--- config.mk ---
export PLATFORM = sky130hd
export DESIGN_NAME = ysyx_23060191_mem_arbiter
export DESIGN_NICKNAME = d
export VERILOG_FILES = /design/src/rtl/ysyx_23060191_mem_arbiter_pkg.sv /design/src/rtl/ysyx_23060191_mem_arbiter.sv
export SDC_FILE = /design/constraint.sdc
export NUM_CORES = 1
export LEC_CHECK = 0
export BUFFER_PORTS_ARGS = -buffer_cell sky130_fd_sc_hd__buf_2
export CAP_MARGIN = 20
export CORE_MARGIN = 2
export CORE_UTILIZATION = 40
export CTS_CLUSTER_DIAMETER = 80
export DETAILED_ROUTE_END_ITERATION = 7
export HOLD_SLACK_MARGIN = 0.05
export PLACE_DENSITY = 0.73
export SKIP_CTS_REPAIR_TIMING = 1
export SLEW_MARGIN = 20
export SYNTH_ARGS = -nofsm -noshare
export SYNTH_HDL_FRONTEND = slang
export SYNTH_SLANG_ARGS = --single-unit
--- constraint.sdc ---
create_clock -name clk -period 9.6 [get_ports clk]
set_input_delay 1.92 -clock clk [delete_from_list [all_inputs] [get_ports clk]]
set_output_delay 1.92 -clock clk [all_outputs]
set_load 0.03 [all_outputs]
--- src/rtl/ysyx_23060191_mem_arbiter_pkg.sv ---
// Shared types and defaults for the IFU/LSU memory-port arbiter.
// State and owner encodings are visible here so checkers can bind to them.
package ysyx_23060191_mem_arbiter_pkg;

  localparam int CPU_WIDTH   = 32;
  localparam int ADDR_W_DEF  = CPU_WIDTH;
  localparam int DATA_W_DEF  = CPU_WIDTH;
  localparam int TIMEOUT_DEF = 255;

  typedef enum logic [1:0] {
    ST_IDLE = 2'd0,
    ST_REQ  = 2'd1,
    ST_WAIT = 2'd2,
    ST_RESP = 2'd3
  } arb_state_e;

  typedef enum logic {
    OWN_IFU = 1'b0,
    OWN_LSU = 1'b1
  } owner_e;

endpackage

--- src/rtl/ysyx_23060191_mem_arbiter.sv ---
// Shares one memory port between IFU and LSU, one transaction in flight,
// with a REQ+WAIT timeout and draining of responses orphaned by that timeout.
module ysyx_23060191_mem_arbiter
  import ysyx_23060191_mem_arbiter_pkg::*;
#(
  parameter int ADDR_W  = ADDR_W_DEF,
  parameter int DATA_W  = DATA_W_DEF,
  parameter int TIMEOUT = TIMEOUT_DEF
) (
  input  logic                clk,
  input  logic                rst,

  input  logic                ifu_req_valid,
  output logic                ifu_req_ready,
  input  logic [ADDR_W-1:0]   ifu_req_addr,
  output logic                ifu_rsp_valid,
  output logic [DATA_W-1:0]   ifu_rsp_data,
  output logic                ifu_rsp_err,

  input  logic                lsu_req_valid,
  output logic                lsu_req_ready,
  input  logic [ADDR_W-1:0]   lsu_req_addr,
  input  logic                lsu_req_wen,
  input  logic [DATA_W-1:0]   lsu_req_wdata,
  input  logic [DATA_W/8-1:0] lsu_req_wmask,
  output logic                lsu_rsp_valid,
  output logic [DATA_W-1:0]   lsu_rsp_rdata,
  output logic                lsu_rsp_err,

  output logic                mem_req_valid,
  input  logic                mem_req_ready,
  output logic [ADDR_W-1:0]   mem_req_addr,
  output logic                mem_req_wen,
  output logic [DATA_W-1:0]   mem_req_wdata,
  output logic [DATA_W/8-1:0] mem_req_wmask,
  input  logic                mem_rsp_valid,
  output logic                mem_rsp_ready,
  input  logic [DATA_W-1:0]   mem_rsp_data,
  input  logic                mem_rsp_err,

  output logic                busy,
  output arb_state_e          dbg_state
);

  localparam int MASK_W = DATA_W / 8;
  localparam int CNT_W  = $clog2(TIMEOUT + 1);
  localparam logic [CNT_W-1:0] CNT_LAST = CNT_W'(TIMEOUT - 1);

  arb_state_e         state;
  owner_e             owner;
  logic               orphan;
  logic [CNT_W-1:0]   cnt;
  logic [ADDR_W-1:0]  addr_q;
  logic               wen_q;
  logic [DATA_W-1:0]  wdata_q;
  logic [MASK_W-1:0]  wmask_q;
  logic [DATA_W-1:0]  rdata_q;
  logic               err_q;
  logic               tmo_hit;

  // Reaching TIMEOUT at this edge: cnt counts REQ+WAIT cycles already spent.
  assign tmo_hit = (cnt >= CNT_LAST);

  always_ff @(posedge clk or posedge rst) begin
    if (rst) begin
      state   <= ST_IDLE;
      owner   <= OWN_IFU;
      orphan  <= 1'b0;
      cnt     <= '0;
      addr_q  <= '0;
      wen_q   <= 1'b0;
      wdata_q <= '0;
      wmask_q <= '0;
      rdata_q <= '0;
      err_q   <= 1'b0;
    end else begin
      case (state)
        ST_IDLE: begin
          if (orphan) begin
            if (mem_rsp_valid) orphan <= 1'b0;
          end else if (lsu_req_valid) begin
            addr_q  <= lsu_req_addr;
            wen_q   <= lsu_req_wen;
            wdata_q <= lsu_req_wdata;
            wmask_q <= lsu_req_wmask;
            owner   <= OWN_LSU;
            cnt     <= '0;
            state   <= ST_REQ;
          end else if (ifu_req_valid) begin
            addr_q  <= ifu_req_addr;
            wen_q   <= 1'b0;
            wdata_q <= '0;
            wmask_q <= '0;
            owner   <= OWN_IFU;
            cnt     <= '0;
            state   <= ST_REQ;
          end
        end
        ST_REQ: begin
          cnt <= cnt + CNT_W'(1);
          if (mem_req_ready) begin
            state <= ST_WAIT;
          end else if (tmo_hit) begin
            rdata_q <= '0;
            err_q   <= 1'b1;
            state   <= ST_RESP;
          end
        end
        ST_WAIT: begin
          cnt <= cnt + CNT_W'(1);
          if (mem_rsp_valid) begin
            rdata_q <= mem_rsp_data;
            err_q   <= mem_rsp_err;
            state   <= ST_RESP;
          end else if (tmo_hit) begin
            // The slave still owes a response; swallow it later in IDLE.
            rdata_q <= '0;
            err_q   <= 1'b1;
            orphan  <= 1'b1;
            state   <= ST_RESP;
          end
        end
        ST_RESP: state <= ST_IDLE;
        default: state <= ST_IDLE;
      endcase
    end
  end

  // Handshakes: a transfer happens on a rising edge where valid && ready;
  // valid never depends on ready, and only ifu_req_ready looks at an input.
  assign lsu_req_ready = (state == ST_IDLE) && !orphan;
  assign ifu_req_ready = (state == ST_IDLE) && !orphan && !lsu_req_valid;

  assign mem_req_valid = (state == ST_REQ);
  assign mem_req_addr  = addr_q;
  assign mem_req_wen   = wen_q;
  assign mem_req_wdata = wdata_q;
  assign mem_req_wmask = wmask_q;
  assign mem_rsp_ready = (state == ST_WAIT) || ((state == ST_IDLE) && orphan);

  assign ifu_rsp_valid = (state == ST_RESP) && (owner == OWN_IFU);
  assign ifu_rsp_data  = rdata_q;
  assign ifu_rsp_err   = err_q;
  assign lsu_rsp_valid = (state == ST_RESP) && (owner == OWN_LSU);
  assign lsu_rsp_rdata = rdata_q;
  assign lsu_rsp_err   = err_q;

  assign busy      = (state != ST_IDLE) || orphan;
  assign dbg_state = state;

endmodule

==> flow_summary.toml <==
[clocking]
root_buffer = "clkbuf_16"
cts.path.max_buffers = 2
worstSkewPairLatency_ps = 410
clkSlewWorstSetupHoldPaths_ps = 50
cts_made_buffers = 17
clock_sinks = 114
tritoncts = "done"
htreeDepth = 4

[finish]
synthToLayoutAreaGrowth_pct = 36.5
drive_gt1_share_pct = 43.9
finish.utilization_pct = 55.9
n_antenna_cell = 0
final_nets = 873

[yosys]
avgSynthCellArea_um2 = 10.6
synth.top_cells.by_count = "114 x dfrtp_1, 103 x nand2_1, 43 x o21ai_0"
synthesis.area_mm2 = 0.00515
synth_top_family_by_area = "compound AO/OA/AOI/OAI gates"
synth_most_common_cell = "dfrtp_1"
yosys-top-cells-area = "dfrtp_1 55%, nand2_1 7.5%, a22o_1 6.3%"
synthesis.nets = 631
synth_top_area_share_pct = 55.4
async_flop_share_pct = 100
synth_area_leader_cell = "dfrtp_1"
synthDistinctLibCells = 34
ys_warn_count = 0
synth_seq_cells = 114
yosys.area_share.adder_pct = 1.46
dominantRegCellSynth = "dfrtp_1"
synthXorXnorAreaFrac_pct = 0
muxShareOfSynthArea_pct = 6.49
synth_edf_count = 0
ys_seq_area_share_pct = 55.4
synthSimpleGateAreaFrac_pct = 10.2
syn_inst = 485
synth_compound_area_share_pct = 18.1

[timing]
worst_pin_slew_ps = 1010
relSlewSlack_pct = 32.8
fin_crit_ps = 4670
fmax_mhz = 214
fin_skew_ps = 7.84
finalSetupViolations = 0
finalHoldViolCount = 0
fin_crit_sh_pct = 48.7
rsz0062_at_grt = "false"
slew_violations = 0
tns_ps = 0

[die]
initial_core_util_pct = 41.0
die_h_um = 117
die_w_um = 117
dieArea_mm2 = 0.0138
ios = 284
row_count = 41
coreArea_mm2 = 0.0126

[outcome]
status = "finished clean"

[setup_path]
crit_chain = "buf_2, buf_4, nor2_1, buf_2"
cp-start-kind = "primary input"
required_ps = 7680
cp.arrival_ps = 2750
slowest_delay_ps = 470
cp_max_fo = 36
cpMaxStageDelayCell = "buf_4"
path_class = "in -> out"
crit_top_cell = "buf_2"
end_kind = "primary output"

[route]
vias = 4490
drc_errors = 0
viasPerCell = 4.92
detail-route-antenna-nets = 0
avgRoutedWirePerCell_um = 15.1
first_pass_iters = 4
drt_wl_total_um = 13800
drtIter0Drc = 214

[global_route]
grt_pass1_vias = 4303
grt_max_degree = 105
grt_use_total_pct = 20.2
gr-total-overflow = 0
grt_pass1_wl_um = 21900
grt_antenna_before_repair = 0

[power_and_ir_drop]
total_leakage_power_nw = 3.76
power.density_mw_per_mm2 = 351
irDropWorstVdd_uv = 193

[place]
gp_congestion = 0.824
place_hpwl_um = 10100
io_buffers = 283

[job]
max_cap_viol_count = 0

[worst_hold_path]
min_path_type = "reg -> reg"
## flip-flops by register name (all words and copies together) (netlist names)
name	flops
cnt	8
dbg_state	2
ifu_rsp_data	32
ifu_rsp_err	1
mem_req_addr	32
mem_req_wdata	32
mem_req_wen	1
mem_req_wmask	4
orphan	1
owner	1
## layout by cell type (no fill, tap or decap), drive strengths merged
master,n
a22o,37
and2,2
or3,6
o21ai,43
inv,10
o31ai,2
ha,6
bufinv,3
buf,287
nor4,1
or4,1
o21ba,2
nand4,1
mux2i,33
a22oi,34
nor2b,2
o211ai,2
clkbuf,22
clkinv,4
and4,1
a21oi,6
nand3,2
nor2,6
a31oi,1
nand2,103
a21o,3
and3,1
clkinvlp,3
dfrtp,114
a21boi,2
## power breakdown
part | switching (mW) | internal, mW
sequential | 0.113 | 0.649
combinational | 0.740 | 0.329
clock | 0.213 | 0.419
## path summary, 6_finish.rpt
check | endpoint | depth (start not counted) | start | slack [ps]
max | ifu_req_ready | 4 | lsu_req_valid | 4930
min | mem_req_addr[13] | 2 | mem_req_addr[13] | 470
max reg2reg | cnt[3] | 5 | dbg_state[1] | 7210
min reg2reg | mem_req_addr[13] | 2 | mem_req_addr[13] | 470
max in group asynchronous | mem_req_addr[17] | 3 | rst | 6780
min in group asynchronous | mem_req_addr[31] | 2 | rst | 1610
## stage by stage
step / hold slack [ps] / instance area, um2 / setup WS (ps) / power (mW) / instances
final: 471 / 7020 / 4930 / 2.46 / 912
after global routing: 504 / 7020 / 4850 / 2.61 / 912
after CTS: 481 / 7020 / 4920 / 2.49 / 912
after detailed placement: 470 / 6430 / 4930 / 1.85 / 880
after global placement: 458 / 6430 / 4930 / 1.82 / 880
after floorplan: 464 / 5150 / 4660 / 1.55 / 485
## layer usage
layer / GRT usage [%] / vias up / share of wire, %
li1: - / 2144 / -
met1: 22.6 / 2122 / 39
met2: 34.8 / 208 / 51
met3: 8.07 / 16 / 8.3
met4: 6.85 / 0 / 1.3
met5: 0 / - / 0
## cell type report
type	count	area, um2
inverter	10	40.0
fill	1097	5540
clock buffer	22	464
timing repair buffer	287	1450
sequential	114	2850
clock inverter	10	133
multi-input combinational	297	1870
tap	172	215
## cells by family (layout without fill, tap and decap cells)
| logic type | after synthesis | after routing |
|---|---|---|
| adder cells (fa/ha/maj) | 6 | 6 |
| buffers and inverters | 74 | 329 |
| AO/OA/AOI/OAI | 132 | 132 |
| AND/OR/NAND/NOR | 126 | 126 |
| flip-flops | 114 | 114 |
| multiplexers | 33 | 33 |
## critical path: cells and delay by family
family        cells  cell delay, ps
buf+inv           3             730
simple gates      1              90
(Power assumes the default switching activity.)
